`src/rtl/mux16_arbiter_pkg.sv`:
```
// Shared definitions for the two-port Mux16 arbiter: FSM encodings, source
// constants and the saturating burst-counter helper.
package mux16_arbiter_pkg;

    typedef enum logic [1:0] {
        IDLE  = 2'd0,
        OWN_A = 2'd1,
        OWN_B = 2'd2
    } arb_state_e;

    localparam logic       SRC_A   = 1'b0;
    localparam logic       SRC_B   = 1'b1;
    localparam logic [7:0] CNT_MAX = 8'd255;

    function automatic logic [7:0] sat_inc(input logic [7:0] value);
        logic [7:0] result;
        if (value == CNT_MAX) begin
            result = CNT_MAX;
        end else begin
            result = value + 8'd1;
        end
        return result;
    endfunction

endpackage

```
`src/rtl/mux16_arbiter_mux16.sv`:
```
// The existing 16-bit two-input multiplexer shared by both arbiter ports.
module mux16_arbiter_mux16 (
    input  logic [15:0] a,
    input  logic [15:0] b,
    input  logic        sel,
    output logic [15:0] y
);

    assign y = sel ? b : a;

endmodule

```
`src/rtl/mux16_arbiter.sv`:
```
// Round-robin arbiter with bounded bursts: two valid/ready producers share one
// Mux16 datapath feeding a registered valid/ready output stage.
module mux16_arbiter
    import mux16_arbiter_pkg::*;
#(
    parameter int BURST = 4
) (
    input  logic        clk,
    input  logic        reset,
    input  logic        a_valid,
    input  logic [15:0] a_data,
    output logic        a_ready,
    input  logic        b_valid,
    input  logic [15:0] b_data,
    output logic        b_ready,
    output logic        out_valid,
    output logic [15:0] out_data,
    output logic        out_src,
    input  logic        out_ready
);

    localparam logic [7:0] BURST_C = BURST[7:0];

    arb_state_e  state_r;
    logic [7:0]  cnt_r;
    logic        last_r;
    logic        out_valid_r;
    logic [15:0] out_data_r;
    logic        out_src_r;

    logic        load_s;
    logic        sel_s;
    logic        xfer_s;
    logic        go_idle_s;
    logic        same_owner_s;
    logic [15:0] mux_y_s;

    assign load_s = !out_valid_r || out_ready;

    // Grant selection: the owner keeps the datapath until its burst is spent
    // while the other port waits; ties from IDLE alternate against last.
    always_comb begin
        sel_s     = last_r;
        xfer_s    = 1'b0;
        go_idle_s = 1'b0;
        if (load_s) begin
            case (state_r)
                IDLE: begin
                    if (a_valid && b_valid) begin
                        sel_s  = !last_r;
                        xfer_s = 1'b1;
                    end else if (a_valid) begin
                        sel_s  = SRC_A;
                        xfer_s = 1'b1;
                    end else if (b_valid) begin
                        sel_s  = SRC_B;
                        xfer_s = 1'b1;
                    end else begin
                        sel_s  = last_r;
                    end
                end
                OWN_A: begin
                    if (a_valid && ((cnt_r < BURST_C) || !b_valid)) begin
                        sel_s  = SRC_A;
                        xfer_s = 1'b1;
                    end else if (b_valid) begin
                        sel_s  = SRC_B;
                        xfer_s = 1'b1;
                    end else begin
                        go_idle_s = 1'b1;
                    end
                end
                OWN_B: begin
                    if (b_valid && ((cnt_r < BURST_C) || !a_valid)) begin
                        sel_s  = SRC_B;
                        xfer_s = 1'b1;
                    end else if (a_valid) begin
                        sel_s  = SRC_A;
                        xfer_s = 1'b1;
                    end else begin
                        go_idle_s = 1'b1;
                    end
                end
                default: begin
                    go_idle_s = 1'b1;
                end
            endcase
        end else begin
            sel_s = last_r;
        end
    end

    assign same_owner_s = ((sel_s == SRC_A) && (state_r == OWN_A)) ||
                          ((sel_s == SRC_B) && (state_r == OWN_B));

    assign a_ready = !reset && load_s && (sel_s == SRC_A);
    assign b_ready = !reset && load_s && (sel_s == SRC_B);

    mux16_arbiter_mux16 u_mux16 (
        .a   (a_data),
        .b   (b_data),
        .sel (sel_s),
        .y   (mux_y_s)
    );

    // Arbitration state, burst counter and output register; an accepted word
    // overwrites the register even while the old one drains.
    always_ff @(posedge clk or posedge reset) begin
        if (reset) begin
            state_r     <= IDLE;
            cnt_r       <= 8'd0;
            last_r      <= SRC_B;
            out_valid_r <= 1'b0;
            out_data_r  <= 16'h0000;
            out_src_r   <= SRC_A;
        end else if (xfer_s) begin
            out_data_r  <= mux_y_s;
            out_src_r   <= sel_s;
            out_valid_r <= 1'b1;
            last_r      <= sel_s;
            state_r     <= (sel_s == SRC_B) ? OWN_B : OWN_A;
            cnt_r       <= same_owner_s ? sat_inc(cnt_r) : 8'd1;
        end else begin
            if (go_idle_s) begin
                state_r <= IDLE;
                cnt_r   <= 8'd0;
            end else begin
                state_r <= state_r;
                cnt_r   <= cnt_r;
            end
            if (out_valid_r && out_ready) begin
                out_valid_r <= 1'b0;
            end else begin
                out_valid_r <= out_valid_r;
            end
        end
    end

    assign out_valid = out_valid_r;
    assign out_data  = out_data_r;
    assign out_src   = out_src_r;

endmodule

```
`config.mk`:
```
export PLATFORM = sky130hd
export DESIGN_NAME = mux16_arbiter
export DESIGN_NICKNAME = d
export VERILOG_FILES = /design/src/rtl/mux16_arbiter_pkg.sv /design/src/rtl/mux16_arbiter_mux16.sv /design/src/rtl/mux16_arbiter.sv
export SDC_FILE = /design/constraint.sdc
export NUM_CORES = 1
export LEC_CHECK = 0
export CAP_MARGIN = 20
export CORE_UTILIZATION = 35
export DETAILED_ROUTE_END_ITERATION = 16
export PLACE_DENSITY = 0.65
export SLEW_MARGIN = 20
export SYNTH_ARGS = -nofsm -noshare
export SYNTH_HDL_FRONTEND = slang
export SYNTH_SLANG_ARGS = --single-unit
```
`constraint.sdc`:
```
create_clock -name clk -period 5.63 [get_ports clk]
set_clock_uncertainty 0.15 [all_clocks]
set_input_delay 0.563 -clock clk [delete_from_list [all_inputs] [get_ports clk]]
set_output_delay 0.563 -clock clk [all_outputs]
set_load 0.05 [all_outputs]
```
# Word level (Yosys, flattened, before mapping)
# Index checks and enable logic that the tools add are counted.
word_totals:
  reg_bits: 29
  inputBits: 37
  output_inout_bits: 20
  elab_cells: 65
classes:
  addsub: 1
  order_cmp: 1
  eq_ne: 3
  n_mux: 32
  bitwise: 1
  n_reduce_logical: 21
ops:
  columns: ["cell", "n"]
  rows:
  - ["$mux 8", 4]
  - ["$mux 1", 21]
  - ["$mux 16", 1]
  - ["$logic_and 1x1->1", 9]
  - ["$pmux 1 s3", 3]
  - ["$add 8x1->8 const B", 1]
  - ["$eq 8x8->1 const B", 1]
  - ["$lt 8x3->1 const B", 1]
  - ["$mux 2", 3]
  - ["$logic_not 1->1", 5]
  - ["$logic_or 1x1->1", 4]
  - ["$reduce_bool 2->1", 2]
  - ["$eq 2x1->1 const B", 1]
  - ["$eq 2x2->1 const B", 1]
  - ["$logic_not 2->1", 1]
  - ["$not 1->1", 1]

# Longest topological paths before layout
# Gate-level depths: netlist of run 1.
logic_depth:
  depth_word: 11
  mapped_depth: 8
  ltp_nobuf: 6

# Hierarchy
# From an unflattened synthesis of run 1, not the netlist that was laid out.
hier_totals:
  hier_cells: 188
  area_unflattened_um2: 1735.4
by_module_without_submodules:
  columns: ["mod", "n_inst", "cells_each", "area_per_inst_um2", "seq_area_each_um2"]
  rows:
  - ["mux16_arbiter", 1, 170, 1486.4, 726.9]
  - ["mux16_arbiter_mux16", 1, 18, 249.0, 0.0]

# Worst setup path before layout of run 1
# No wires, ideal clock.
synth_path:
  path_kind: "register to output"
  startpoint: "reg out_valid_r, in the netlist out_valid"
  endpoint: "out a_ready"
  arrival_ns: 2.428
  required_time_ns: 4.917
  path_slack_ns: 2.489
  path_stages_with_launch: 6
  path_buffers: 1
  cell_sequence: "dfrtp_1 nor2b_4 buf_6 o32ai_2 a21oi_1 nor3_1"
synth_between:
  elab_chain_cells: 5
  word_cells_on_any_way: 6
  classes_between: "mux (1); bitwise (1); reduce/logical (4)"
synth_rtl:
  columns: ["item", "line_no", "source"]
  rows:
  - ["start: declaration", "mux16_arbiter.sv:27", "logic out_valid_r;"]
  - ["start signal: assignment", "mux16_arbiter.sv:134", "out_valid_r <= out_valid_r;"]
  - ["$logic_not 1->1 (*)", "mux16_arbiter.sv:38", "assign load_s = !out_valid_r || out_ready;"]
  - ["$logic_or 1x1->1 (*)", "mux16_arbiter.sv:38", null]
  - ["$mux 1", "mux16_arbiter.sv:46", "if (load_s) begin"]
  - ["$not 1->1", "mux16_arbiter.sv:96", "assign a_ready = !reset && load_s && (sel_s == SRC_A);"]
  - ["$logic_and 1x1->1 (*)", "mux16_arbiter.sv:96", null]
  - ["end: declaration", "mux16_arbiter.sv:12", "output logic a_ready,"]
# Mark *: on every way between the ends. The rest lies on a longest branch, timed or not.

# Worst setup path after layout of run 1
layout_path:
  startpoint: "in out_ready"
  endpoint: "out b_ready"
layout_between:
  elab_chain_cells: 3
  word_cells_on_any_way: 4
  classes_between: "mux (1); reduce/logical (3)"
layout_rtl:
  columns: ["item", "line_no", "source"]
  rows:
  - ["start: declaration", "mux16_arbiter.sv:19", "input logic out_ready"]
  - ["$logic_or 1x1->1 (*)", "mux16_arbiter.sv:38", null]
  - ["$mux 1 / $logic_and 1x1->1 (equally long branches)", "mux16_arbiter.sv:46, mux16_arbiter.sv:97", null]
  - ["$logic_and 1x1->1 (*)", "mux16_arbiter.sv:97", "assign b_ready = !reset && load_s && (sel_s == SRC_B);"]
  - ["end: declaration", "mux16_arbiter.sv:15", "output logic b_ready,"]
# Marked as above.

==> results.md, run 1 <==
- The fraction of layout cells with a size suffix above 1 is ~9.3%.
- The part of the total power dissipated in the clock network is 15.6%.
- After the first detailed-routing iteration, the DRC count stood at 83.
- The number of nets handed over by synthesis was approximately 210.
- In the final design database the tool counted 264 nets.
- The number of gates resized after CTS was 0.
- At the later pin of the worst-skew pair, clock insertion delay measures 0.28 ns.
- The number of global-route vias before repair is between 1000 and 1500.
- Sequential cells burn ~29% of the power.
- The floorplan step set the die width to a little under 70 um.
- The count of flip-flops with a built-in enable after synthesis is 0.
- The combined area of all synthesized cells is 1582 um^2.
- For met3 alone, demand over resource in global routing was 5.959%.
- The number of antenna violations at the first check in global routing is 0.
- The leakage dissipation is 0.9231 nW.
- The data required time of the critical path is 4.92 ns.
- The total congestion overflow after global routing is 0.
- The count of unique library cells instantiated by Yosys is 34.
- After synthesis, the mean cell area works out to between 9 and 10 um^2.
- The HPWL after detailed placement is about 2400 um.
- For this run, global-route usage on met2 was measured as 23.30%.
- The clock-pin slew on the worst setup and hold paths is 0.06 ns.
- IR analysis of the VDD net gives a maximum drop of 0.2596 mV.
- STA classifies the critical path endpoint as an output pin.
- Combinational logic is responsible for around 56% of the overall power.
- After synthesis, flip-flops and latches occupy 45.97% of the total area.
- STA classifies the critical path startpoint as an input pin.
- The core box area is 4354 um^2.
- The minimum hold slack is 0.3577 ns.
- In the global route stage, met1 resource usage came out at 18.63%.
- From synthesis to final layout, the design area changed by 42.80%.
- Hold repair after CTS inserted 0 buffers.
- The top fanout value on the critical path is 5.
- The share of the clock period used by the worst path is between 60% and 70%.
- The number of cell rows is 24.
- Routability-driven placement finished with a final weighted congestion of 0.8414.
- After clock tree synthesis, the setup repair step added 0 buffers.
- The worst hold path belongs to the class reg -> reg.
- Counting instances in the post-synthesis netlist gives the leading cell types as sky130_fd_sc_hd__a21oi_1 (30), sky130_fd_sc_hd__nor2_1 (30), sky130_fd_sc_hd__dfrtp_1 (28), sky130_fd_sc_hd__mux2i_1 (17), sky130_fd_sc_hd__nand2_1 (12).
- The effective utilization at floorplan is 36.32%.
- Dividing total power by cell area gives a power density of 534.2 nW/um^2.
- In this run the power spent charging and discharging nets is 0.5580 mW.
- The maximum number of pins on one net before global-route repair is 37.
- The largest total area in the synthesized netlist belongs to sky130_fd_sc_hd__dfrtp_1.
- For this block, the routed nets add up to 3425 um of wire.
- Using the TritonRoute via totals, the vias-per-cell ratio works out to 5.079.
- Summed over its instances, the top area cell type makes up 44.30% of the synthesized netlist area.
- The actual transition at the worst max-transition pin is around 0.57 ns.
- Data arrives at the worst endpoint at between 2 and 3 ns.
- The deepest level of the CTS H-tree is 2.
- For this design the top-level I/O count stands at 57.
- CTS placed an instance of sky130_fd_sc_hd__clkbuf_8 at the clock tree root.
- Measured along the y axis, the die boundary spans 69.22 um.
- Input and output buffers added on the ports amount to 56.
- Counting flops with an async set or reset pin after synthesis yields a share of between 90% and 100%.
- Once detail routing completed, the nets flagged for antenna violations numbered 0.
- For this run, the detailed router's first-pass iteration total came to 4.
- The final period demand of the worst path is around 3.6 ns.
- The type of the worst setup path is in -> out.
- Of the total power, the share spent switching nets is 46.26%.
- Setup total negative slack on the finished layout was measured at 0 ns.
- In the routed design, unresolved DRC markers number 0.
- For this run, the leading register cell type out of synthesis is sky130_fd_sc_hd__dfrtp_1.
- The layer flagged by global routing as most heavily used is met2.
- TritonCTS built the clock tree.
- By area the synthesized netlist is led by sky130_fd_sc_hd__dfrtp_1 (44%), sky130_fd_sc_hd__mux2i_1 (11%), sky130_fd_sc_hd__a21oi_1 (9.5%).
- The max-slew violation total from the final report is 0.
- The setup-violating endpoint count in the final report is 0.
- The timing-limited maximum frequency is around 280 MHz.
- In the final routed layout, each cell accounts on average for 12.28 um.
- Counting every sink on the clock net gives 29.
- The diode insertion count for antenna repair is 0.
- The total of warnings raised by yosys is 0.
- The full die area is approximately 4800 um^2.
- The run finished with clean final reports.
- The post-synthesis cell count is 168.
- The remaining max-slew budget at the tightest pin is between 60% and 70%.
- The hold violation total from the final report is 0.
- The number of CTS-inserted buffers is 5.
- The routed layout has 1417 vias.
- The first-pass GRT wire length is 5878 um.
- The internal cell power is ~0.65 mW.
- The total global routing track utilization is 15.30%.
- The register bit count reported by yosys is 29.
- Across the run, the number of max-cap violations was 0.
- Setup repair after global routing left no endpoint under its margin.
- The worst-case clock buffer depth is 2.
[layout make-up]
type                    count  area [um^2]
clock buffers               7        96.34
clock inverters             1        5.005
fillers                   405         2096
inverters                   4        15.01
multi-input cells         128        774.5
flip-flops and latches     29        726.9
well taps                  52        65.06
repair buffers             58        575.6
[per-layer routing]
metal / vias to the layer above / share of wire (%) / wire length (um)
met3: 8 / 10 / 343
li1: 705 / - / -
met4: 0 / 2.1 / 72
met2: 60 / 43 / 1487
met1: 644 / 44 / 1521
met5: - / 0 / 0
[per-stage QoR]
stage | instances | total power, mW | area (um^2) | util, % | worst slack (ns)
after floorplan | 168 | 0.8456 | 1582 | - | 2.489
after global placement | 271 | 1.020 | 2157 | 49.54 | 2.010
after detailed placement | 271 | 1.023 | 2157 | 49.54 | 1.991
after CTS | 279 | 1.219 | 2258 | 51.87 | 1.997
after global routing | 279 | 1.276 | 2258 | 51.87 | 1.896
final | 279 | 1.206 | 2258 | 51.87 | 1.999
[power by group through the flow]
stage	logic (mW)	registers, mW	clock network, mW
after floorplan	0.286	0.559	0
after global placement	0.672	0.348	0
final	0.671	0.347	0.189
after CTS	0.677	0.346	0.196
after detailed placement	0.676	0.348	0
after global routing	0.716	0.358	0.203
[cells by family after synthesis]
kind of cell | synth area share [%]
DFF | 45.97
adders and majority gates | 0.7910
and+or+nand+nor | 18.75
muxes | 10.76
buffers and inverters | 5.221
AOI/OAI and AO/OA | 18.51
[flip-flops by register name, summed over array words and instances (netlist names)]
register / cells
cnt_r: 8
last_r: 1
out_data: 16
out_src: 1
out_valid: 1
state_r: 2
[path summary, 6_finish.rpt]
| path | slack [ns] | cells past startpoint | endpoint | from |
|---|---|---|---|---|
| max | 2.00 | 7 | b_ready | out_ready |
| min | 0.36 | 2 | cnt_r[1]$_DFFE_PP0P_ | cnt_r[1]$_DFFE_PP0P_ |
| max reg2reg | 3.55 | 6 | out_data[7]$_DFFE_PP0P_ | last_r$_DFFE_PP1P_ |
| min reg2reg | 0.36 | 2 | cnt_r[1]$_DFFE_PP0P_ | cnt_r[1]$_DFFE_PP0P_ |
| max in group asynchronous | 4.48 | 3 | last_r$_DFFE_PP1P_ | reset |
| min in group asynchronous | 0.54 | 3 | state_r[1]$_DFFE_PP0P_ | reset |
[cell usage in the layout (no fill, tap or decap), types with 4 or more instances in the layout]
master                            netlist  routed
sky130_fd_sc_hd__o21ai_0                8       8
sky130_fd_sc_hd__clkdlybuf4s50_1        0      56
sky130_fd_sc_hd__inv_1                  4       4
sky130_fd_sc_hd__a21oi_1               30      30
sky130_fd_sc_hd__mux2i_1               17      17
sky130_fd_sc_hd__dfrtp_1               28      28
sky130_fd_sc_hd__clkbuf_8               0       7
sky130_fd_sc_hd__nand3_1                4       4
sky130_fd_sc_hd__nor2_1                30      29
sky130_fd_sc_hd__nand2_1               12      12
[critical path: stages]
cell                              delay [ns]
sky130_fd_sc_hd__clkdlybuf4s50_1        0.45
sky130_fd_sc_hd__or2b_2                 0.35
sky130_fd_sc_hd__o2111ai_1              0.10
sky130_fd_sc_hd__o32ai_2                0.14
sky130_fd_sc_hd__a21oi_1                0.31
sky130_fd_sc_hd__and3_1                 0.21
sky130_fd_sc_hd__clkdlybuf4s50_1        0.79
No activity file was read; power rests on OpenSTA's default activity.
==> run 2, diff against run 1 <==
- PLACE_DENSITY: 0.65 -> 0.68
- clock period: 5.63 -> 3.1 ns (I/O delays scaled with it)
==> run 2 against run 1 <==
Effect of this change:
- non-clock buffer count is the same
- routed wire length rose by 0.82%
- combinational power up 83%
- sequential share of layout area grew 0.11 points
- utilization is 0.17 points lower
- register-to-register slack worse by 2.6 ns
- first-iteration DRC count is 8.4% higher
- flip-flop and latch count unchanged
- sequential power grew 81%
- count of clock-buffer cells in the layout shrank 2
- worst setup slack worse by 1.5 ns
==> results.md, run 2 (same netlist as run 1, synthesis figures left out) <==
- Status: completed (unchanged).
- The number of antenna violations at the first check in global routing is 0 (unchanged).
- The detailed-route wire length is 3453 um (was 3425 um).
- The diode insertion count for antenna repair came to 0 (unchanged).
- The number of clock sinks seen by CTS is 29 (unchanged).
- The global placement routability congestion is 0.8543 (was 0.8414).
- The startpoint kind of the worst setup timing path is a register (was input pin).
- The core box area was 4354 um^2 (unchanged).
- RSZ-0062 raised after global routing: no (unchanged).
- The ratio of total power to cell area is 960.7 nW/um^2 (was 534.2 nW/um^2).
- The first-iteration detailed-routing DRC count is 90 (was 83).
- The data required time of the critical path is 2.64 ns (was 4.92 ns).
- The clock latency of the later-clocked register in the worst-skew pair is 0.28 ns (about the same).
- The remaining max-slew budget at the tightest pin is 65.07% (was 61.43%).
- The first-pass GRT wire length came to 6037 um (was 5878 um).
- The post-route standard cell area excluding fillers is 2251 um^2 (was 2258 um^2).
- The number of primary I/O pins is 57 (unchanged).
- The max-capacitance violation count is 0 (unchanged).
- The number of buffers inserted for hold repair after clock tree synthesis is 0 (unchanged).
- The ratio of routed vias to standard cells is 5.032 (was 5.079).
- The placed instance area came to 2165 um^2 (was 2157 um^2).
- The hold violation total from the final report is 0 (unchanged).
- The half-perimeter wire length after detailed placement came to 2457 um (was 2430 um).
- The stage delay of the slowest cell on the critical path is 0.43 ns (was 0.79 ns).
- The class of the worst hold path is in -> async (was reg -> reg).
- The total area of multi-input combinational cells is 774.5 um^2 (unchanged).
- The minimum hold slack came to 0.2969 ns (was 0.3577 ns).
- The count of input and output buffers is 56 (unchanged).
- The total of cells resized after clock tree synthesis is 0 (unchanged).
- The number of buffers inserted by post-CTS setup repair is 0 (unchanged).
- The final period demand of the worst path is 2.576 ns.
- Cell Chain, Critical Path: nor4_2, and3_1, o32ai_2, a21oi_1, and3_1, buf_12 (was clkdlybuf4s50_1, or2b_2, o2111ai_1, o32ai_2, a21oi_1, and3_1, clkdlybuf4s50_1).
- The number of inserted filler cells in the final layout is 396 (was 405).
- The top fanout value on the critical path is 6 (was 5).
- The number of cell rows is 24 (unchanged).
- The leakage dissipation came to 0.9196 nW (was 0.9231 nW).
- The type of the worst setup path is reg -> out (was in -> out).
- The fraction of layout cells with a size suffix above 1 came to 10.13% (was 9.251%).
- The slowest stage cell on the critical path was sky130_fd_sc_hd__dfrtp_1 (was sky130_fd_sc_hd__clkdlybuf4s50_1).
- The area growth from synthesis to layout is 42.33% (was 42.80%).
- The die width is 69.22 um (unchanged).
- Leading cell types in the layout, fill and taps excluded: sky130_fd_sc_hd__clkdlybuf4s50_1 (54), sky130_fd_sc_hd__a21oi_1 (30), sky130_fd_sc_hd__nor2_1 (29) (was sky130_fd_sc_hd__clkdlybuf4s50_1 (56), sky130_fd_sc_hd__a21oi_1 (30), sky130_fd_sc_hd__nor2_1 (29)).
- The number of flip-flops under the largest register name is 16 (unchanged).
- The actual transition at the worst max-transition pin is 0.5223 ns (was 0.5725 ns).
- The total global routing track utilization is 16.02% (was 15.30%).
- The number of iterations in the first detailed-routing pass is 4 (unchanged).
- The register cell area after layout is 726.9 um^2 (unchanged).
- The root buffer cell is sky130_fd_sc_hd__clkbuf_8 (unchanged).
- The number of nets in the final layout is 264 (unchanged).
- The clock-pin slew on the worst setup and hold paths came to 0.07 ns (was 0.06 ns).
- The routed wire length per instance is 12.38 um (was 12.28 um).
- The endpoint arrival time on the critical path is 2.12 ns (was 2.92 ns).
- The number of CTS-inserted buffers was 5 (unchanged).
- The number of remaining DRC errors is 0 (unchanged).
- The worst-case clock buffer depth is 2 (unchanged).
- The category of the worst setup path capture point was an output pin (unchanged).
- The maximum number of pins on one net before global-route repair came to 35 (was 37).
- The effective utilization at floorplan is 36.32% (unchanged).
- The full die area is 4791 um^2 (unchanged).
- The worst path uses 83.11% of the clock period.
- The die boundary height came to 69.22 um (unchanged).
- The post-route setup TNS is 0 ns (unchanged).
- The remaining antenna violation count is 0 (unchanged).
- The cell type with the highest occurrence count on the critical path is sky130_fd_sc_hd__and3_1 (was sky130_fd_sc_hd__clkdlybuf4s50_1).
- The max-slew violation total from the final report is 0 (unchanged).
- The number of global-route vias before repair came to 1341 (was 1343).
- The total congestion overflow after global routing is 0 (unchanged).
- The maximum resistive drop on vdd is 0.5415 mV (was 0.2596 mV).
- The timing-limited maximum frequency is 388.1 MHz.
- The setup-violating endpoint count in the final report is 0 (unchanged).
- The deepest level of the CTS H-tree is 2 (unchanged).
- The most frequent standard cell in the layout excluding fill and tap cells is sky130_fd_sc_hd__clkdlybuf4s50_1 (unchanged).
- The post-route total power is 2.162 mW (was 1.206 mW).
- The TritonCTS clock tree was built (unchanged).
- The number of vias after detailed routing came to 1404 (was 1417).
## run 2: changes by cell type in the layout (fill, tap and decap cells not counted)
cell,before,now
sky130_fd_sc_hd__clkbuf_8,7,5
sky130_fd_sc_hd__clkdlybuf4s50_1,56,54
sky130_fd_sc_hd__buf_12,0,1
sky130_fd_sc_hd__buf_4,2,3
sky130_fd_sc_hd__clkinv_2,1,2
sky130_fd_sc_hd__clkinvlp_4,0,1
## run 2: per-stage QoR
step | util (%) | instances | setup slack [ns]
finish | 51.70 | 279 | 0.5236
global route | 51.70 | 279 | 0.3893
floorplan | - | 168 | 0.2124
detailed placement | 49.71 | 271 | 0.5408
CTS | 51.70 | 279 | 0.5169
global placement | 49.71 | 271 | 0.5912
## run 2: worst max-delay path, delay by kind of cell, from the launching register on
family	cells	cell delay [ns]
AO/OA/AOI/OAI	2	0.42
buffers and inverters	1	0.15
flip-flops	1	0.43
AND/OR/NAND/NOR	3	0.83
## run 2: power by group
part | leakage, nW | switching, mW | internal (mW)
logic | 0.534 | 0.771 | 0.456
registers | 0.341 | 0.101 | 0.528
clock network | 0.0439 | 0.152 | 0.155
total | 0.920 | 1.02 | 1.14
## run 2: final cells by class
type	count	share of cell area, %
clock inverter	3	0.7782
tap	52	2.890
multi-input combinational	128	34.41
inverter	4	0.6670
timing repair buffer	58	25.90
sequential	29	32.30
clock buffer	5	3.057
## run 2: worst paths after layout
check,depth (start not counted),endpoint,slack (ns),from
max,6,b_ready,0.52,cnt_r[2]$_DFFE_PP0P_
min,3,cnt_r[7]$_DFFE_PP0P_,0.30,reset
max reg2reg,6,cnt_r[6]$_DFFE_PP0P_,0.99,cnt_r[2]$_DFFE_PP0P_
min reg2reg,2,cnt_r[1]$_DFFE_PP0P_,0.35,cnt_r[1]$_DFFE_PP0P_
max in group asynchronous,3,last_r$_DFFE_PP1P_,2.20,reset
min in group clk,2,cnt_r[1]$_DFFE_PP0P_,0.35,cnt_r[1]$_DFFE_PP0P_
## run 2: layer usage
metal	track usage (%)	routed length [um]	vias to the layer above	share of wire, %
met3	5.959	290	7	8.4
li1	-	-	704	-
met5	0	0	-	0
met2	25.24	1586	52	46
met1	18.52	1520	641	44
met4	9.524	55	0	1.6
==> run 3, diff against run 2 <==
- PLACE_DENSITY: 0.68 -> 0.65
- clock period: 3.1 -> 2.6 ns (I/O delays scaled with it)
==> run 3 against run 2 <==
Effect of this change:
- combinational power increased by 24%
- non-clock buffer count is 3 higher
- critical path depth unchanged
- die area stayed put
- worst setup slack worse by 0.32 ns
- register-to-register slack got worse by 0.50 ns
- critical endpoint unchanged
- highest routed layer unchanged
==> results.md, run 3 (same netlist as run 1, synthesis figures left out) <==
- Status: completed (unchanged).
- The TritonCTS clock tree is built (unchanged).
- The maximum resistive drop on vdd is 0.5739 mV (was 0.5415 mV).
- The first-iteration detailed-routing DRC count is 72 (was 90).
- The hold violation total from the final report is 0 (unchanged).
- The die boundary height is 69.22 um (unchanged).
- The launch point of the worst reg-to-reg path was last_r$_DFFE_PP1P_ (was cnt_r[2]$_DFFE_PP0P_).
- The type of the worst setup path is reg -> out (unchanged).
- The final period demand of the worst path is between 2 and 2.5 ns.
- Timing would allow up to roughly 420 MHz.
- The number of iterations in the first detailed-routing pass is 4 (unchanged).
- The total congestion overflow after global routing was 0 (unchanged).
- The total global routing track utilization is 15.90% (was 16.02%).
- The area growth from synthesis to layout is 46.84% (was 42.33%).
- The count of input and output buffers was 56 (unchanged).
- The post-route total power is 2.693 mW (was 2.162 mW).
- RSZ-0062 raised after global routing: no (unchanged).
- The class of the worst hold path is in -> async (unchanged).
- The internal cell power was 1.464 mW (was 1.138 mW).
- The worst-case clock buffer depth came to 2 (unchanged).
- The fraction of layout cells with a size suffix above 1 is 12.17% (was 10.13%).
- The reported net switching power came to 1.230 mW (was 1.024 mW).
- The endpoint arrival time on the critical path was 1.99 ns (was 2.12 ns).
- The most frequent standard cell in the layout excluding fill and tap cells was sky130_fd_sc_hd__clkdlybuf4s50_1 (unchanged).
- The number of clock sinks seen by CTS is 29 (unchanged).
- The number of primary I/O pins is 57 (unchanged).
- The maximum number of pins on one net before global-route repair is 34 (was 35).
- The remaining max-slew budget at the tightest pin is 65.15% (was 65.07%).
- Leading cell types in the layout, fill and taps excluded: sky130_fd_sc_hd__clkdlybuf4s50_1 (54), sky130_fd_sc_hd__nor2_1 (29), sky130_fd_sc_hd__a21oi_1 (29) (was sky130_fd_sc_hd__clkdlybuf4s50_1 (54), sky130_fd_sc_hd__a21oi_1 (30), sky130_fd_sc_hd__nor2_1 (29)).
- The category of the worst setup path capture point is an output pin (unchanged).
- The combinational power share came to 56.8% (was 56.7%).
- The part of the total power dissipated in the clock network came to 15.2% (was 14.2%).
- The deepest level of the CTS H-tree is 2 (unchanged).
- The core box area is 4354 um^2 (unchanged).
- The max-capacitance violation count is 0 (unchanged).
- The first-pass GRT wire length is 5982 um (was 6037 um).
- The number of remaining DRC errors is 0 (unchanged).
- The number of cells on the worst reg-to-reg path is 6 (unchanged).
- The full die area is 4791 um^2 (unchanged).
- The number of vias after detailed routing is 1404 (unchanged).
- The routed wire length per instance is 12.38 um (about the same).
- The reg2reg setup slack came to 0.49 ns (was 0.99 ns).
- The number of inserted filler cells in the final layout is 371 (was 396).
- The leakage dissipation is 0.9533 nW (was 0.9196 nW).
- The number of nets in the final layout is 267 (was 264).
- The diode insertion count for antenna repair is 0 (unchanged).
- The number of global-route vias before repair is 1324 (was 1341).
- The ratio of total power to cell area is 1160 nW/um^2 (was 960.7 nW/um^2).
- The global placement routability congestion came to 0.7846 (was 0.8543).
- The ratio of routed vias to standard cells is 4.979 (was 5.032).
- The half-perimeter wire length after detailed placement is 2474 um (was 2457 um).
- The number of CTS-inserted buffers is 5 (unchanged).
- The remaining antenna violation count was 0 (unchanged).
- The startpoint kind of the worst setup timing path is a register (unchanged).
- The data required time of the critical path is 2.19 ns (was 2.64 ns).
- The max-slew violation total from the final report is 0 (unchanged).
- The detailed-route wire length is 3491 um (was 3453 um).
- The top fanout value on the critical path is 6 (unchanged).
- The clock-pin slew on the worst setup and hold paths is 0.06 ns (was 0.07 ns).
- The number of antenna violations at the first check in global routing is 0 (unchanged).
- The placed instance area was 2202 um^2 (was 2165 um^2).
- The setup-violating endpoint count in the final report was 0 (unchanged).
- The post-route standard cell area excluding fillers is 2322 um^2 (was 2251 um^2).
- After layout, the worst path uses between 90 and 100% of the clock period.
- The final design utilization is 53.33% (was 51.70%).
- The destination of the worst register-to-register timing path is out_data[13]$_DFFE_PP0P_ (was cnt_r[6]$_DFFE_PP0P_).
- The effective utilization at floorplan was 36.32% (unchanged).
- The die width is 69.22 um (unchanged).
- The actual transition at the worst max-transition pin is 0.5211 ns (was 0.5223 ns).
- The post-route setup TNS is 0 ns (unchanged).
- The number of flip-flops under the largest register name is 16 (unchanged).
- The number of cell rows came to 24 (unchanged).
- The switching part of the total power is 45.65% (was 47.37%).
- The clock latency of the later-clocked register in the worst-skew pair is 0.28 ns (about the same).
- The relative contribution of sequential cells to total power is 28.0% (was 29.1%).
- The root buffer cell was sky130_fd_sc_hd__clkbuf_8 (unchanged).
[run 3: changes by cell type in the layout (fill, tap and decap cells not counted)]
cell	change
sky130_fd_sc_hd__a21oi_1	-1
sky130_fd_sc_hd__a21oi_2	+1
sky130_fd_sc_hd__buf_12	+2
sky130_fd_sc_hd__buf_4	+1
sky130_fd_sc_hd__clkbuf_8	+2
sky130_fd_sc_hd__clkinv_2	-1
sky130_fd_sc_hd__clkinvlp_4	-1
sky130_fd_sc_hd__nor3_1	-1
sky130_fd_sc_hd__nor3_2	+1
[run 3: power groups by stage]
stage | clock, mW | sequential [mW] | combinational, mW
final | 0.408 | 0.755 | 1.53
after global routing | 0.437 | 0.776 | 1.63
after CTS | 0.419 | 0.754 | 1.50
after detailed placement | 0 | 0.754 | 1.50
after global placement | 0 | 0.753 | 1.50
after floorplan | 0 | 1.21 | 0.623
[run 3: what timing repair did]
item	in CTS	in global routing
setup endpoints to repair	0	2
setup buffers	0	2
hold buffers	0	0
gates resized for setup	0	1
[run 3: metrics by stage]
stage	worst slack, ns	cells	hold WS, ns
after floorplan	0.1798	168	0.1926
after global placement	0.1486	272	0.3368
after detailed placement	0.07833	272	0.3456
after CTS	0.04245	280	0.2928
after global routing	0.05372	282	0.3248
final	0.2014	282	0.2878
[run 3: area by class of cell]
class / instances / area [um^2] / area share (%)
well taps: 52 / 65.06 / 2.802
flip-flops and latches: 29 / 726.9 / 31.30
inverters: 4 / 15.01 / 0.6466
multi-input cells: 128 / 783.3 / 33.73
repair buffers: 61 / 630.6 / 27.16
clock inverters: 1 / 5.005 / 0.2155
clock buffers: 7 / 96.34 / 4.149
[run 3: critical path, stage by stage, from the launching register on]
cell and delay (ns):
sky130_fd_sc_hd__dfrtp_1 0.44, sky130_fd_sc_hd__nor4_2 0.34, sky130_fd_sc_hd__and3_1 0.22, sky130_fd_sc_hd__o32ai_2 0.11
sky130_fd_sc_hd__a21oi_2 0.23, sky130_fd_sc_hd__and3_1 0.23, sky130_fd_sc_hd__buf_12 0.14
[run 3: worst max-delay path by stage]
stage / startpoint / end
after floorplan: out_valid$_DFFE_PP0P_ / b_ready
after global placement: out_ready / b_ready
after detailed placement: out_ready / b_ready
after CTS: cnt_r[2]$_DFFE_PP0P_ / b_ready
after global routing: cnt_r[2]$_DFFE_PP0P_ / b_ready
final: cnt_r[2]$_DFFE_PP0P_ / b_ready
[run 3: layer usage]
| layer | routed length, um | vias to the layer above | global-route usage [%] |
|---|---|---|---|
| met5 | 0 | - | 0 |
| met4 | 59 | 0 | 7.483 |
| met3 | 272 | 7 | 6.395 |
| met2 | 1631 | 51 | 24.38 |
| met1 | 1526 | 638 | 19.48 |
| li1 | - | 708 | - |
